`config.mk`:
```
export PLATFORM = sky130hd
export DESIGN_NAME = instr_fetch_sequencer
export DESIGN_NICKNAME = d
export VERILOG_FILES = /design/src/rtl/mc_ctrl_pkg.sv /design/src/rtl/instr_mem.sv /design/src/rtl/instr_fetch_sequencer.sv
export SDC_FILE = /design/constraint.sdc
export NUM_CORES = 2
export LEC_CHECK = 0
export ABC_AREA = 0
export CORE_UTILIZATION = 55
export DETAILED_ROUTE_END_ITERATION = 6
export GPL_TIMING_DRIVEN = 0
export PLACE_DENSITY = 0.79
export SLEW_MARGIN = 20
export SYNTH_ARGS = -nofsm -noshare
export SYNTH_HDL_FRONTEND = slang
export SYNTH_SLANG_ARGS = --single-unit
```
`constraint.sdc`:
```
create_clock -name clk -period 3.5 [get_ports clk]
set_input_delay 0.875 -clock clk [delete_from_list [all_inputs] [get_ports clk]]
set_output_delay 0.875 -clock clk [all_outputs]
set_load 0.005 [all_outputs]
```
`src/rtl/mc_ctrl_pkg.sv`:
```
// Shared definitions for the multicycle control FSM and its fetch datapath.
// Opcode constants, state encodings and small decode helpers.
package mc_ctrl_pkg;

    localparam logic [5:0] OP_RTYPE = 6'h00;
    localparam logic [5:0] OP_LW    = 6'h23;
    localparam logic [5:0] OP_SW    = 6'h2B;
    localparam logic [5:0] OP_BEQ   = 6'h04;
    localparam logic [5:0] OP_J     = 6'h02;

    typedef enum logic [3:0] {
        S_FETCH   = 4'd0,
        S_DECODE  = 4'd1,
        S_MEMADR  = 4'd2,
        S_MEMRD   = 4'd3,
        S_MEMWB   = 4'd4,
        S_MEMWR   = 4'd5,
        S_RTYPEEX = 4'd6,
        S_RTYPEWB = 4'd7,
        S_BEQEX   = 4'd8,
        S_JUMP    = 4'd9
    } state_e;

    function automatic logic is_legal_opcode(input logic [5:0] op);
        return (op == OP_RTYPE) || (op == OP_LW) || (op == OP_SW) ||
               (op == OP_BEQ) || (op == OP_J);
    endfunction

    // States whose successor is fetch, i.e. the last cycle of an instruction.
    function automatic logic is_retire_state(input logic [3:0] st);
        return (st == S_MEMWB) || (st == S_MEMWR) || (st == S_RTYPEWB) ||
               (st == S_BEQEX) || (st == S_JUMP);
    endfunction

endpackage

```
`src/rtl/instr_mem.sv`:
```
// Instruction memory: one synchronous write port, one combinational read port.
// No reset; the read returns the pre-edge word on a same-address write.
module instr_mem #(
    parameter int ADDR_W = 6
) (
    input  logic              clk_i,
    input  logic              we_i,
    input  logic [ADDR_W-1:0] waddr_i,
    input  logic [31:0]       wdata_i,
    input  logic [ADDR_W-1:0] raddr_i,
    output logic [31:0]       rdata_o
);

    logic [31:0] mem_q [2**ADDR_W];

    always_ff @(posedge clk_i) begin
        if (we_i) begin
            mem_q[waddr_i] <= wdata_i;
        end
    end

    assign rdata_o = mem_q[raddr_i];

endmodule

```
`src/rtl/instr_fetch_sequencer.sv`:
```
// PC, instruction register, retire counter and error flag driven by the
// control FSM state; presents IR[31:26] back to the FSM as the opcode.
module instr_fetch_sequencer
    import mc_ctrl_pkg::*;
#(
    parameter int ADDR_W = 6,
    parameter int CNT_W  = 16
) (
    input  logic              clk,
    input  logic              reset,
    input  logic [3:0]        state,
    input  logic              zero,
    input  logic              prog_we,
    input  logic [ADDR_W-1:0] prog_addr,
    input  logic [31:0]       prog_data,
    output logic [5:0]        opcode,
    output logic [31:0]       instr,
    output logic [ADDR_W-1:0] pc,
    output logic [CNT_W-1:0]  instr_count,
    output logic              illegal
);

    localparam logic [ADDR_W-1:0] PC_ONE  = ADDR_W'(1);
    localparam logic [CNT_W-1:0]  CNT_ONE = CNT_W'(1);

    logic [ADDR_W-1:0] pc_q, pc_d;
    logic [31:0]       instr_q, instr_d;
    logic [CNT_W-1:0]  cnt_q, cnt_d;
    logic              ill_q, ill_d;
    logic [31:0]       rdata;
    logic [ADDR_W-1:0] br_off;

    instr_mem #(
        .ADDR_W (ADDR_W)
    ) u_mem (
        .clk_i   (clk),
        .we_i    (prog_we),
        .waddr_i (prog_addr),
        .wdata_i (prog_data),
        .raddr_i (pc_q),
        .rdata_o (rdata)
    );

    always_comb begin
        pc_d    = pc_q;
        instr_d = instr_q;
        cnt_d   = cnt_q;
        ill_d   = ill_q;
        // Sign-extended offset truncated to the PC width wraps naturally.
        br_off  = ADDR_W'({{16{instr_q[15]}}, instr_q[15:0]});
        case (state)
            S_FETCH: begin
                instr_d = rdata;
                pc_d    = pc_q + PC_ONE;
            end
            S_DECODE: begin
                if (!is_legal_opcode(instr_q[31:26])) begin
                    ill_d = 1'b1;
                end
            end
            S_BEQEX: begin
                if (zero) begin
                    pc_d = pc_q + br_off;
                end
            end
            S_JUMP: begin
                pc_d = instr_q[ADDR_W-1:0];
            end
            S_MEMADR, S_MEMRD, S_MEMWB,
            S_MEMWR, S_RTYPEEX, S_RTYPEWB: begin
                pc_d = pc_q;
            end
            default: begin
                ill_d = 1'b1;
            end
        endcase
        if (is_retire_state(state)) begin
            cnt_d = cnt_q + CNT_ONE;
        end
    end

    always_ff @(posedge clk or negedge reset) begin
        if (!reset) begin
            pc_q    <= '0;
            instr_q <= '0;
            cnt_q   <= '0;
            ill_q   <= 1'b0;
        end else begin
            pc_q    <= pc_d;
            instr_q <= instr_d;
            cnt_q   <= cnt_d;
            ill_q   <= ill_d;
        end
    end

    assign pc          = pc_q;
    assign instr       = instr_q;
    assign opcode      = instr_q[31:26];
    assign instr_count = cnt_q;
    assign illegal     = ill_q;

endmodule

```
Yosys cells after proc, flatten, opt, wreduce, memory -nomap -nowiden

Memory sizes are Yosys's and may differ from the RTL's. A register that Yosys moved wholly into a read port is not among the register bits.
Index checks and enable logic that the tools add are counted.

Memories: 1
Memory bits (writable): 2048
Register bits after elaboration: 23
Logic and storage cells: 44

Add/subtract/negate cells: 3
Mux-type cells: 6
Reductions and logical operators: 15
Eq/ne operators: 15
Bitwise gates (word level): 1

Memories:

| memory      | words | bits a word | rd ports | clocked after Yosys merged registers in | wr ports | line            | source |
|---|---|---|---|---|---|---|---|
| u_mem.mem_q | 64    | 32          | 1        | 1                                       | 1        | instr_mem.sv:14 | `logic [31:0] mem_q [2**ADDR_W];` |

Operator list:

| operator                | count |
|---|---|
| $pmux W6 S3             | 1 |
| $add A16 B1 Y16 const B | 1 |
| $eq A4 B3 Y1 const B    | 4 |
| $eq A6 B6 Y1 const B    | 2 |
| $reduce_or A9 Y1        | 1 |
| $eq A4 B2 Y1 const B    | 2 |
| $eq A4 B4 Y1 const B    | 2 |
| $logic_or A1 B1 Y1      | 8 |
| $add A6 B1 Y6 const B   | 1 |
| $add A6 B6 Y6           | 1 |
| $eq A6 B2 Y1 const B    | 1 |
| $eq A6 B3 Y1 const B    | 1 |
| $logic_not A6 Y1        | 1 |
| $mux W6                 | 1 |
| $eq A4 B1 Y1 const B    | 1 |
| $logic_not A4 Y1        | 1 |
| $ne A2 B2 Y1 const B    | 2 |
| $reduce_and A2 Y1       | 2 |
| $mux W1                 | 3 |
| $reduce_bool A3 Y1      | 1 |
| $pmux W1 S2             | 1 |
| $logic_not A1 Y1        | 1 |
| $not A1 Y1              | 1 |

Depth between registers and ports, before layout

Word-level depth: 7
Mapped depth: 12
Mapped depth without buffers: 11

Hierarchy

Synthesis repeated with hierarchy kept, for this count alone.

Cell total of the unflattened synthesis: 3504
Area, all modules: 80454.7 µm²

Modules (own cells, without submodules):

| module                | instances | area each (µm²) | cells an instance |
|---|---|---|---|
| instr_mem             | 1         | 77874.7         | 3292 |
| instr_fetch_sequencer | 1         | 2580.0          | 212 |

Worst setup path before layout

No wires, ideal clock.

Path type: input-to-reg
Start: in prog_addr[5]
End: mem u_mem.mem_q[48][0], enable pin
Stages on the path: 4
Arrival time: 3761 ps
Slack: -722 ps
Buffers on the path: 1
Path through: clkbuf_1 nand3_1 or3_1 nor3_1

RTL lines:

| item               | line                        | source |
|---|---|---|
| start: declaration | instr_fetch_sequencer.sv:14 | `input logic [ADDR_W-1:0] prog_addr,` |
| end: declaration   | instr_mem.sv:14             |  |

No word-level cell before the write port.

==> reports/results.ini <==
[floorplanning]
start_util_pct = 55.5
floorplan.die_area_um2 = 149000
chipWidth_um = 386
core_area_um2 = 146000
pin_count = 107
die_h_um = 386
rows = 140

[routing]
firstDrtPassIters = 7
wl_mm = 223
antenna_left = 0
wl_per_cell_um = 34.4
detail_route.iter0.violations = 6818
vias = 44100
drc_errors = 1
viasPerCell = 6.80

[setup_path]
startpoint_type = register
max_stage_delay_ns = 0.53
worst-path-max-fanout = 10
crit_required_ns = 4.19
worstSetupStartpoint = pc[2]
cpLargestDelayFamily = buffers and inverters
r2r_start = pc[2]
crit_path_frequent_cell = buf_4
crit_arrival_ns = 4.31
endpoint_kind = register
critical_path.slowest_cell = dfrtp_1
path_buf_inv = 4
critPathKind = reg2reg
path_cells = buf_4, buf_4, buf_2, buf_4, mux2i_1, o22ai_1, a2111oi_0, a32oi_1, or3_1

[clocking]
cts_tree = yes
root_buffer = clkbuf_16
numCtsBuffers = 197
clk_latency_ns = 0.85
cts_max_level = 4
numClockSinks = 2103
clkTransAtPathRegs_ns = 0.06
clockBufferDepth = 3
postCtsSetupBuffers = 0

[outcome]
status = finished with violations
violations = design-rule violations, negative setup slack

[grt]
grt_pass1_vias = 43500
grt-ovfl-total = 0
grt_max_degree = 65
grt_pass1_wl_mm = 312
antenna_found_initial = 36
grt_usage_pct = 30.0

[logic_synthesis]
syn-num-nets = 4051
yosys_register_bits = 2103
synth_top_area_share_pct = 76.0
synth.area.top_cells = edfxtp_1 (76%), mux4_2 (8.0%), mux2_2 (3.6%), mux2i_1 (2.4%), dfrtp_1 (1.7%)
synth_edf_count = 2048
yosysSeqAreaShare_pct = 77.7
syn_area_um2 = 80900
ys_types = 47
synth_top_area_cell = edfxtp_1
syn_area_per_cell_um2 = 20.2
synthCells = 3998
yosys_warnings = 0
async_flop_share_pct = 2.62
ys.flop_type = edfxtp_1

[layout]
final_common_cell = edfxtp_1
area_growth_pct = 15.8
final_core_util_pct = 64.2
mostFrequentLayoutCells = edfxtp_1 (2048), mux4_2 (288), mux2_2 (258)
layout.nets = 4440
nFillCells = 9086
layout-drive-gt1-share_pct = 27.3
final_area_um2 = 93700

[sta]
setup_slack_ns = -0.121
max_freq_mhz = 276
period_share_pct = 103
timing.slew.headroom_pct = 16.5
tns_ns = -0.816
period_minus_slack_ns = 3.62
worst_clock_skew_ns = 0.0383
slew_viol_final = 0
tightest_slew_ns = 1.25
setup_viol_count_final = 17
hold_viol_final = 0
hold_slack_ns = 0.290

[pwr]
ir_drop_uv = 651
leakage_nw = 30.4
p_per_area_nw_per_um2 = 703
total_power_mw = 65.8

[min_path]
hold_path_class = in2reg
min_from = prog_data[29]

[placement]
io_buffer_count = 101
place_area_um2 = 87000
dp_hpwl_mm = 143
gp_congestion = 0.920

[run]
drv_cap = 0

sequential cells by signal (all words and copies together), names as in the netlist:
register     count
illegal          1
instr           32
instr_count     16
pc               6
u_mem.mem_q   2048
cell type report:
cell class                 count  area (µm²)  share of cell area, %
clock buffer                 256        5300                   5.65
antenna                       15        37.5                 0.0401
tap                         1917        2400                   2.56
clock inverter               108         876                  0.935
sequential                  2103       62900                   67.1
inverter                      40         150                  0.160
buffer                       227        1210                   1.30
multi-input combinational   1625       17700                   18.9
timing repair buffer         193        3170                   3.38
where the power goes:
group / switching [mW] / internal [mW]
Clock: 9.30 / 11.5
Combinational: 10.0 / 6.57
Sequential: 0.525 / 27.9
Total: 19.9 / 46.0
Yosys cell counts, types with 33 or more instances:
cell type  count
edfxtp_1    2048
mux4_2       288
mux2_2       258
mux2i_1      195
o22ai_1      193
nor2_1       181
a22oi_1      160
clkbuf_1     116
a21oi_1       77
buf_2         67
dfrtp_1       55
nand2_1       47
inv_1         40
or3_1         36
buf_1         33
worst paths after layout:
kind | slack (ns) | depth (start not counted) | to
hold / removal | 0.29 | 1 | u_mem.mem_q[36][29]
setup / recovery | -0.12 | 9 | instr[11]
setup reg to reg | -0.12 | 9 | instr[11]
max in group asynchronous | 2.50 | 3 | pc[0]
hold reg to reg | 0.48 | 1 | instr_count[15]
min in group asynchronous | 0.44 | 2 | instr_count[1]
metal layers:
layer	share of wire [%]	GRT usage (%)
met5	0.028	0
met4	6.2	17.3
met3	13	7.20
met2	47	46.1
met1	34	39.5
stage by stage:
stage | std cells | setup slack, ns
4_1_cts | 6470 | -0.000153
5_1_grt | 6476 | -0.0591
3_3_place_gp | 6016 | -1.81
2_1_floorplan | 3998 | 0.0141
3_5_place_dp | 6107 | -0.961
6_report | 6484 | -0.121
what timing repair did:
action / 4_1_cts / 5_1_grt
gates resized for setup: 107 / 81
hold buffers: 1 / 0
endpoints found under the setup margin: 32 / 33
endpoints found under the hold margin: 11 / 0
kinds of logic after synthesis:
kind of cell             share of synthesized area (%)
multiplexers                                      14.0
buffers and inverters                             1.44
AO/OA/AOI/OAI                                     4.76
adder cells (fa/ha/maj)                          0.117
flip-flops                                        77.7
AND/OR/NAND/NOR                                   1.78
XOR/XNOR                                         0.195
Power figures use the tool's default switching activity.
